===== src/rtl/sprite_plotter.sv =====
// sprite_plotter: sweeps a SPRITE_W x SPRITE_H sprite onto a VGA adapter's
// pixel-write port, one pixel per cycle, with clipping at the screen edge.
//
// Ports:
//   clk, reset                 rising-edge clock, async active-high reset
//   cmd_valid / cmd_ready      command handshake (ready only while idle)
//   cmd_op                     00 draw, 01 erase, 10 fill, 11 no-op
//   cmd_x, cmd_y               sprite top-left corner
//   cmd_color                  draw/fill colour
//   cmd_mask                   bitmap, bit (row*SPRITE_W+col) set = pixel present
//   vga_x, vga_y, vga_colour   pixel address/colour to the adapter
//   vga_plot                   adapter write enable
//   busy                       command in progress (inverse of cmd_ready)
//   done                       one-cycle completion pulse
module sprite_plotter #(
   parameter int unsigned SPRITE_W    = 5,
   parameter int unsigned SPRITE_H    = 5,
   parameter int unsigned X_W         = 8,
   parameter int unsigned Y_W         = 7,
   parameter int unsigned COLOR_W     = 3,
   parameter int unsigned SCREEN_W    = 160,
   parameter int unsigned SCREEN_H    = 120,
   parameter int unsigned ERASE_COLOR = 0
) (
   input  logic                         clk,
   input  logic                         reset,
   input  logic                         cmd_valid,
   output logic                         cmd_ready,
   input  logic [1:0]                   cmd_op,
   input  logic [X_W-1:0]               cmd_x,
   input  logic [Y_W-1:0]               cmd_y,
   input  logic [COLOR_W-1:0]           cmd_color,
   input  logic [SPRITE_W*SPRITE_H-1:0] cmd_mask,
   output logic [X_W-1:0]               vga_x,
   output logic [Y_W-1:0]               vga_y,
   output logic [COLOR_W-1:0]           vga_colour,
   output logic                         vga_plot,
   output logic                         busy,
   output logic                         done
);

   localparam int unsigned MASK_W  = SPRITE_W * SPRITE_H;
   localparam int unsigned COL_W   = (SPRITE_W > 1) ? $clog2(SPRITE_W) : 1;
   localparam int unsigned ROW_W   = (SPRITE_H > 1) ? $clog2(SPRITE_H) : 1;
   localparam int unsigned IDX_W   = (MASK_W > 1) ? $clog2(MASK_W) : 1;
   localparam int unsigned XSUM_W  = X_W + 1;
   localparam int unsigned YSUM_W  = Y_W + 1;

   localparam logic [1:0] OP_DRAW  = 2'b00;
   localparam logic [1:0] OP_ERASE = 2'b01;
   localparam logic [1:0] OP_FILL  = 2'b10;
   localparam logic [1:0] OP_NOP   = 2'b11;

   typedef enum logic [1:0] {
      IDLE  = 2'd0,
      SWEEP = 2'd1,
      DONE  = 2'd2
   } state_t;

   state_t               state_q, state_d;
   logic [COL_W-1:0]     col_q, col_d;
   logic [ROW_W-1:0]     row_q, row_d;
   logic [1:0]           op_q, op_d;
   logic [X_W-1:0]       x_q, x_d;
   logic [Y_W-1:0]       y_q, y_d;
   logic [COLOR_W-1:0]   color_q, color_d;
   logic [MASK_W-1:0]    mask_q, mask_d;

   logic [X_W-1:0]       vga_x_q, vga_x_d;
   logic [Y_W-1:0]       vga_y_q, vga_y_d;
   logic [COLOR_W-1:0]   vga_colour_q, vga_colour_d;
   logic                 vga_plot_q, vga_plot_d;
   logic                 ready_q, ready_d;
   logic                 busy_q, busy_d;
   logic                 done_q, done_d;

   logic [XSUM_W-1:0]    x_sum;
   logic [YSUM_W-1:0]    y_sum;
   logic [IDX_W-1:0]     pix_idx;
   logic                 present;
   logic                 in_view;

   // State, counters, latched command and registered outputs
   always_ff @(posedge clk or posedge reset) begin
      if (reset) begin
         state_q      <= IDLE;
         col_q        <= '0;
         row_q        <= '0;
         op_q         <= '0;
         x_q          <= '0;
         y_q          <= '0;
         color_q      <= '0;
         mask_q       <= '0;
         vga_x_q      <= '0;
         vga_y_q      <= '0;
         vga_colour_q <= '0;
         vga_plot_q   <= 1'b0;
         ready_q      <= 1'b1;
         busy_q       <= 1'b0;
         done_q       <= 1'b0;
      end else begin
         state_q      <= state_d;
         col_q        <= col_d;
         row_q        <= row_d;
         op_q         <= op_d;
         x_q          <= x_d;
         y_q          <= y_d;
         color_q      <= color_d;
         mask_q       <= mask_d;
         vga_x_q      <= vga_x_d;
         vga_y_q      <= vga_y_d;
         vga_colour_q <= vga_colour_d;
         vga_plot_q   <= vga_plot_d;
         ready_q      <= ready_d;
         busy_q       <= busy_d;
         done_q       <= done_d;
      end
   end

   // Next state, and the pixel that the next cycle will present.
   // Outputs are staged from the *_d values so pixel k appears in the
   // cycle right after the edge that selects it.
   always_comb begin
      state_d      = state_q;
      col_d        = col_q;
      row_d        = row_q;
      op_d         = op_q;
      x_d          = x_q;
      y_d          = y_q;
      color_d      = color_q;
      mask_d       = mask_q;
      vga_x_d      = vga_x_q;
      vga_y_d      = vga_y_q;
      vga_colour_d = vga_colour_q;
      vga_plot_d   = 1'b0;

      case (state_q)
         IDLE: begin
            if (cmd_valid) begin
               op_d    = cmd_op;
               x_d     = cmd_x;
               y_d     = cmd_y;
               color_d = cmd_color;
               mask_d  = cmd_mask;
               col_d   = '0;
               row_d   = '0;
               state_d = (cmd_op == OP_NOP) ? DONE : SWEEP;
            end
         end
         SWEEP: begin
            if (col_q == COL_W'(SPRITE_W - 1)) begin
               col_d = '0;
               if (row_q == ROW_W'(SPRITE_H - 1)) begin
                  state_d = DONE;
               end else begin
                  row_d = row_q + ROW_W'(1);
               end
            end else begin
               col_d = col_q + COL_W'(1);
            end
         end
         DONE: begin
            state_d = IDLE;
         end
         default: begin
            state_d = IDLE;
         end
      endcase

      // Sums keep the carry bit so off-screen pixels never wrap into view
      x_sum   = {1'b0, x_d} + XSUM_W'(col_d);
      y_sum   = {1'b0, y_d} + YSUM_W'(row_d);
      pix_idx = IDX_W'(row_d) * IDX_W'(SPRITE_W) + IDX_W'(col_d);
      present = (op_d == OP_FILL) || mask_d[pix_idx];
      in_view = (32'(x_sum) < SCREEN_W) && (32'(y_sum) < SCREEN_H);

      if (state_d == SWEEP) begin
         vga_x_d      = x_sum[X_W-1:0];
         vga_y_d      = y_sum[Y_W-1:0];
         vga_colour_d = (op_d == OP_ERASE) ? COLOR_W'(ERASE_COLOR) : color_d;
         vga_plot_d   = present && in_view;
      end

      ready_d = (state_d == IDLE);
      busy_d  = (state_d != IDLE);
      done_d  = (state_d == DONE);
   end

   assign cmd_ready  = ready_q;
   assign busy       = busy_q;
   assign done       = done_q;
   assign vga_x      = vga_x_q;
   assign vga_y      = vga_y_q;
   assign vga_colour = vga_colour_q;
   assign vga_plot   = vga_plot_q;

   // OP_DRAW is the default path (mask-gated, latched colour)
   logic unused_op_draw;
   assign unused_op_draw = ^OP_DRAW;

endmodule


===== config.mk =====
export PLATFORM = sky130hd
export DESIGN_NAME = sprite_plotter
export DESIGN_NICKNAME = d
export VERILOG_FILES = /design/src/rtl/sprite_plotter.sv
export SDC_FILE = /design/constraint.sdc
export NUM_CORES = 1
export LEC_CHECK = 0
export ABC_AREA = 1
export BUFFER_PORTS_ARGS = -buffer_cell sky130_fd_sc_hd__buf_4
export CORE_UTILIZATION = 55
export CTS_CLUSTER_DIAMETER = 40
export DETAILED_ROUTE_END_ITERATION = 12
export GPL_ROUTABILITY_DRIVEN = 0
export GPL_TIMING_DRIVEN = 0
export PLACE_DENSITY = 0.8
export SLEW_MARGIN = 30
export SYNTH_ARGS = -nofsm -noshare
export SYNTH_HDL_FRONTEND = slang
export SYNTH_SLANG_ARGS = --single-unit

===== constraint.sdc =====
create_clock -name clk -period 3.4 [get_ports clk]
set_input_delay 0.68 -clock clk [delete_from_list [all_inputs] [get_ports clk]]
set_output_delay 0.68 -clock clk [all_outputs]
set_load 0.01 [all_outputs]

# Word level (Yosys, flattened, before mapping)
# Index checks and enable logic that the tools add are counted.
[classes] add_sub_neg=5 reduce_logical=6 eq_ne=8 mux=26 mul=1 n_bitwise=0 shifts=0 magnitude_cmp=3 div_mod_pow=0
[op_table] op="25-bit two-way mux" count=2
[op_table] op="3-bit two-way mux" count=8
[op_table] op="8-bit two-way mux" count=2
[op_table] op="7-bit two-way mux" count=2
[op_table] op="2-bit two-way mux" count=6
[op_table] op="3-bit one-hot mux with 2 select lines" count=2
[op_table] op="8-bit by 3-bit adder with 9-bit output" count=1
[op_table] op="9-bit by 8-bit < comparator with 1-bit output (second input constant)" count=1
[op_table] op="7-bit by 3-bit adder with 8-bit output" count=1
[op_table] op="8-bit by 7-bit < comparator with 1-bit output (second input constant)" count=1
[op_table] op="3-bit by 1-bit adder with 3-bit output (second input constant)" count=2
[op_table] op="2-bit by 1-bit == test with 1-bit output (second input constant)" count=3
[op_table] op="2-bit == test (second input constant)" count=3
[op_table] op="3-bit == test (second input constant)" count=2
[op_table] op="5-bit by 6-bit < comparator with 1-bit output (second input constant)" count=1
[op_table] op="5-bit by 3-bit adder with 5-bit output" count=1
[op_table] op="1-bit binary-select mux with 5-bit select" count=1
[op_table] op="3-bit by 3-bit multiplier with 5-bit output (second input constant)" count=1
[op_table] op="2-bit zero test" count=2
[op_table] op="2-bit one-hot mux with 2 select lines" count=1
[op_table] op="1-bit logical AND" count=2
[op_table] op="1-bit two-way mux" count=2
[op_table] op="2-bit nonzero test" count=1
[op_table] op="1-bit logical OR" count=1
[totals] input_bits=48 latchBits=0 wordCells=64 mem_bits_rw=0 out_inout_bits=22 regBits=75 n_memories=0 rom_bits=0

# Logic depth before layout (Yosys ltp)
[depth] depth_word=11 depth_mapped=21 mapped_depth_nobuf=20

# Least setup slack after synthesis
# No wires, ideal clock.
[synth_timing] path_type="input to register" from="in cmd_valid" to="reg vga_plot_q (netlist: vga_plot)" cell_stages=17 setup_slack_ps=80 setup_time_ps=118 arrival_ps=3202 required_ps=3282 n_path_buf=3 cell_sequence="nand2_2 buf_4 buf_4 buf_2 o21ai_0 a21oi_1 ha_1 ha_1 fa_1 xnor2_1 inv_1 nand3_1 nor2_1 nor2_1 nand2_1 nand2_1 a21oi_2"
[synth_between] elab_chain_len=9 elab_cells_between_ends=28 cone_classes="3 x add/sub; 1 x mul; 2 x order compare; 2 x eq/ne; 17 x mux; 3 x reduce/logical"
[synth_rtl] item="from (decl)" line_no="27" text="input logic cmd_valid,"
[synth_rtl] item="3-bit two-way mux (*)" line_no="139" text="if (cmd_valid) begin"
[synth_rtl] item="3-bit one-hot mux with 2 select lines (*)" line_no="137" text="case (state_q)"
[synth_rtl] item="via row_d[0]" line_no="62" text="logic [ROW_W-1:0] row_q, row_d;"
[synth_rtl] item="3-bit by 3-bit multiplier with 5-bit output" line_no="173" text="pix_idx = IDX_W'(row_d) * IDX_W'(SPRITE_W) + IDX_W'(col_d);"
[synth_rtl] item="5-bit by 3-bit adder with 5-bit output" line_no="173"
[synth_rtl] item="1-bit binary-select mux with 5-bit select" line_no="174" text="present = (op_d == OP_FILL) || mask_d[pix_idx];"
[synth_rtl] item="1-bit two-way mux (not written as such)" line_no="174"
[synth_rtl] item="1-bit logical OR" line_no="174"
[synth_rtl] item="1-bit logical AND (*)" line_no="181" text="vga_plot_d = present && in_view;"
[synth_rtl] item="1-bit two-way mux (*)" line_no="177" text="if (state_d == SWEEP) begin"
[synth_rtl] item="via vga_plot_d" line_no="72" text="logic vga_plot_q, vga_plot_d;"
[synth_rtl] item="to (signal assigned)" line_no="113" text="vga_plot_q <= vga_plot_d;"
[synth_rtl] item="to (decl)" line_no="72"
# The timed path passes the listed nets; every way through them passes the cells marked *. The select of a mux whose other input is x is not followed.
# A chain may end at the register's enable or synchronous reset.

# Worst setup path after layout
[layout_timing] from="reg col_q[0]" to="reg vga_plot_q (netlist: vga_plot)"
[layout_between] elab_chain_len=10 elab_cells_between_ends=22 cone_classes="4 x add/sub; 1 x mul; 2 x order compare; 2 x eq/ne; 10 x mux; 3 x reduce/logical"
[layout_rtl] item="from (decl)" line_no="61" text="logic [COL_W-1:0] col_q, col_d;"
[layout_rtl] item="from (signal assigned)" line_no="103" text="col_q <= col_d;"
[layout_rtl] item="3-bit == test (*)" line_no="151" text="if (col_q == COL_W'(SPRITE_W - 1)) begin"
[layout_rtl] item="3-bit two-way mux (*)" line_no="151"
[layout_rtl] item="3-bit one-hot mux with 2 select lines (*)" line_no="137"
[layout_rtl] item="via row_d[2]" line_no="62"
[layout_rtl] item="3-bit by 3-bit multiplier with 5-bit output" line_no="173"
[layout_rtl] item="5-bit by 3-bit adder with 5-bit output" line_no="173"
[layout_rtl] item="1-bit binary-select mux with 5-bit select" line_no="174"
[layout_rtl] item="1-bit two-way mux (not written as such)" line_no="174"
[layout_rtl] item="1-bit logical OR" line_no="174"
[layout_rtl] item="1-bit logical AND (*)" line_no="181"
[layout_rtl] item="1-bit two-way mux (*)" line_no="177"
[layout_rtl] item="via vga_plot_d" line_no="72"
# Marks and branches as above.

==> impl_results.md <==
* Synth Cell Area at 3954 µm²
* Mapped Avg Cell Area at 8.053 µm²
* Post-synthesis sequential area ratio at 47.50%
* Slowest cell on the critical path: fa_2
* Total clock sinks at 75
* Worst path most repeated cell: nand2_1
* Synth area leader: dfrtp_1
* Post-synth cell types at 33
* Die width at 86.79 µm
* Final Hold Viols at 0
* Residual DRC at 0
* Vias in the first global route at 3332
* Antenna violations before repair at 0
* Clock buffer depth at 2
* Relative slew slack at 75.75%
* Diodes inserted at 0
* Tmin final at 3177 ps
* Multi-input logic area at 1834 µm²
* TritonCTS Buffers at 9
* Critical path's top delay family: adder cells
* Area grow syn2layout at 24.53%
* Drt pass-1 iters at 5
* Root buffer cell: clkbuf_8
* Most common cell in the synthesized netlist: nand2_1
* F_max at 314.7 MHz
* Fin nets at 639
* Finished Core Util at 71.68%
* Vias after detailed routing at 3433
* Total power draw at 5.515 mW
* Post-Place Cells at 657
* R2R depth at 17
* Worst path bufs/invs at 1
* WL/cell at 13.48 µm
* Leakage power at 2.664 nW
* Core region area at 6869 µm²
* Total negative slack at 0 ps
* IO buf count at 69
* Crit path depth at 17
* Top cell type's share of synthesized area at 46.84%
* CP cell instances: inv_1 -> ha_2 -> nand2_2 -> o21ai_0 -> nand2_1 -> nand2_1 -> nand2_1 -> ha_1 -> ha_1 -> fa_2 -> nand2_1 -> nor2_1 -> nand2_1 -> nand3_1 -> nand3_1 -> nand2_1 -> a21oi_2
* Worst-margin pin slew at 363.8 ps
* Reg area at 1879 µm²
* Total congestion overflow at 0
* Critical Path Source: col_q[0]
* CTS tree: yes
* Fraction of layout cells with a size suffix above 1 at 23.48%
* Slowest stage delay, CP at 600 ps
* # setup viols final at 0
* WS Path Type: flip-flop to flip-flop
* Mapped Nets at 560
* Worst setup EP type: flip-flop
* Post-Place Worst Slack at -641.1 ps
* # fillers at 549
* Post-DP HPWL at 6625 µm
* Setup crit start kind: flip-flop
* Synth top area cells: dfrtp_1, nand2_1, ha_1, nand3_1, inv_1
* Latest clock arrival within the worst-skew pair at 360 ps
* Critical R2R Capture: vga_plot
* PnR worst setup slack at 222.6 ps
* Skew final at 13.08 ps
* Vias per cell at 5.116
* CTS Hold Bufs at 0
* Status: finished clean
* Overall routed net length at 9043 µm
* Global-route wire length before repair at 15060 µm
* Htree depth at 3
* Die Y at 86.79 µm
* Initial Util at 57.56%
* Period utilization at 93.45%
* GRT Overall Usage at 26.33%
* Worst setup path end: vga_plot
* Ys flop type: dfrtp_1
* Top-Level Pins at 70
* Worst hold slack at 287.2 ps
* Clk slew on worst S/H paths at 80 ps
* Largest net degree at the start of global routing at 53
* Post-Synthesis Cells at 491
* Synth warnings at 0
* Pwr Density at 1120 nW/µm²
* Total die area at 7532 µm²
* EDFF count, synth at 0
* DRT antenna net count at 0
* Reg2Reg Setup Slack at 220 ps
* Area post-placement at 4622 µm²
* Fin cells at 671
* Critical Path AT at 3430 ps
* Max-slew violation count at 0
* Design area at 4923 µm²
* 1st-iter DRT viols at 171
* Row cnt at 30
* Max Cap Viol at 0
* Async SR Flop Fraction at 100.0%
* VDD IR max at 0.0006219 V
* Maximum fanout along the worst path at 4
* Top cells by count, synth: nand2_1, dfrtp_1, inv_1, nand3_1, nor2_1
* Worst hold-check path type: input pin to asynchronous set/reset pin
* Critical Path RT at 3650 ps
* FF-to-FF Start: col_q[0]
* FF+latch count, synth at 75
* RSZ-0062 raised after global routing: no
[metal layers]
layer | track usage, % | wire [µm] | part of all wire, %
met5 | 0 | 0 | 0
met1 | 33.38 | 3964 | 44
met4 | 13.64 | 254 | 2.8
met2 | 43.52 | 4419 | 49
met3 | 4.286 | 404 | 4.5
[area by class of cell]
| class | instances | share of cell area (%) |
|---|---|---|
| Buffer | 11 | 1.525 |
| Clock inverter | 5 | 2.033 |
| Timing Repair Buffer | 72 | 11.39 |
| Clock buffer | 11 | 2.872 |
| Sequential cell | 75 | 38.17 |
| Multi-Input combinational cell | 345 | 37.26 |
| Inverter | 56 | 4.320 |
| Tap cell | 96 | 2.440 |
[kinds of logic (layout without fill, tap and decap cells)]
| group | Yosys count | count (layout) | share of synthesized area (%) |
|---|---|---|---|
| AO/OA/AOI/OAI | 40 | 40 | 5.886 |
| buffers and inverters | 71 | 155 | 7.753 |
| XOR/XNOR | 8 | 8 | 1.772 |
| adder cells (fa/ha/maj) | 21 | 21 | 7.215 |
| AND/OR/NAND/NOR | 276 | 276 | 29.87 |
| flip-flops | 75 | 75 | 47.50 |
[power breakdown]
part           switching, mW  total (mW)  internal [mW]  leakage [nW]
clock                  0.323       0.828          0.505         0.123
combinational           1.98        3.21           1.24          1.64
sequential             0.165        1.48           1.31         0.903
[cells in the final DEF (no fill, tap or decap), types with 2 or more instances in the layout]
cell type,instances
o22ai_1,2
nand2_2,8
nor2_1,20
clkbuf_1,3
buf_2,3
xor2_1,2
nor2_2,5
xnor2_1,5
fa_1,2
clkbuf_8,10
a21oi_1,4
dfrtp_1,73
ha_1,16
or2_2,2
o21ai_2,6
inv_2,2
nor2_4,3
buf_4,75
o21ai_1,4
buf_6,2
a21oi_2,3
nand2_1,175
ha_2,2
o21ai_0,17
nand4_1,2
and2_1,8
bufinv_16,3
inv_1,53
clkinv_2,2
nand3b_1,7
nand3_1,45
[worst register-to-register path: cells and delay by family (launching register included)]
kind	cells	cell delay [ps]
AOI/OAI and AO/OA	2	250
adders and majority gates	4	1470
buffers and inverters	1	120
DFF	1	390
and+or+nand+nor	10	850
[registers in the layout, indices dropped and copies added (netlist names), 2 cells and up]
signal and count:
vga_y 7, color_q 3, op_q 2, x_q 8
row_q 3, mask_q 25, state_q 2, y_q 7
vga_colour 3, vga_x 8, col_q 3
[worst min-delay path by stage]
stage                            end  depth (start not counted)
after CTS                   vga_y[6]                          2
final                       vga_x[4]                          2
after global placement     mask_q[3]                          2
after global routing       mask_q[0]                          2
after floorplan           mask_q[10]                          2
after detailed placement   mask_q[6]                          2
[repair_timing]
| action | CTS | global route |
|---|---|---|
| buffers inserted | 2 | 0 |
| gates resized for setup | 7 | 16 |
| setup endpoints to repair | 1 | 1 |
| cloned | 0 | 0 |
| pin swaps | 0 | 2 |
Note: power is estimated with default switching activity, not from simulation.
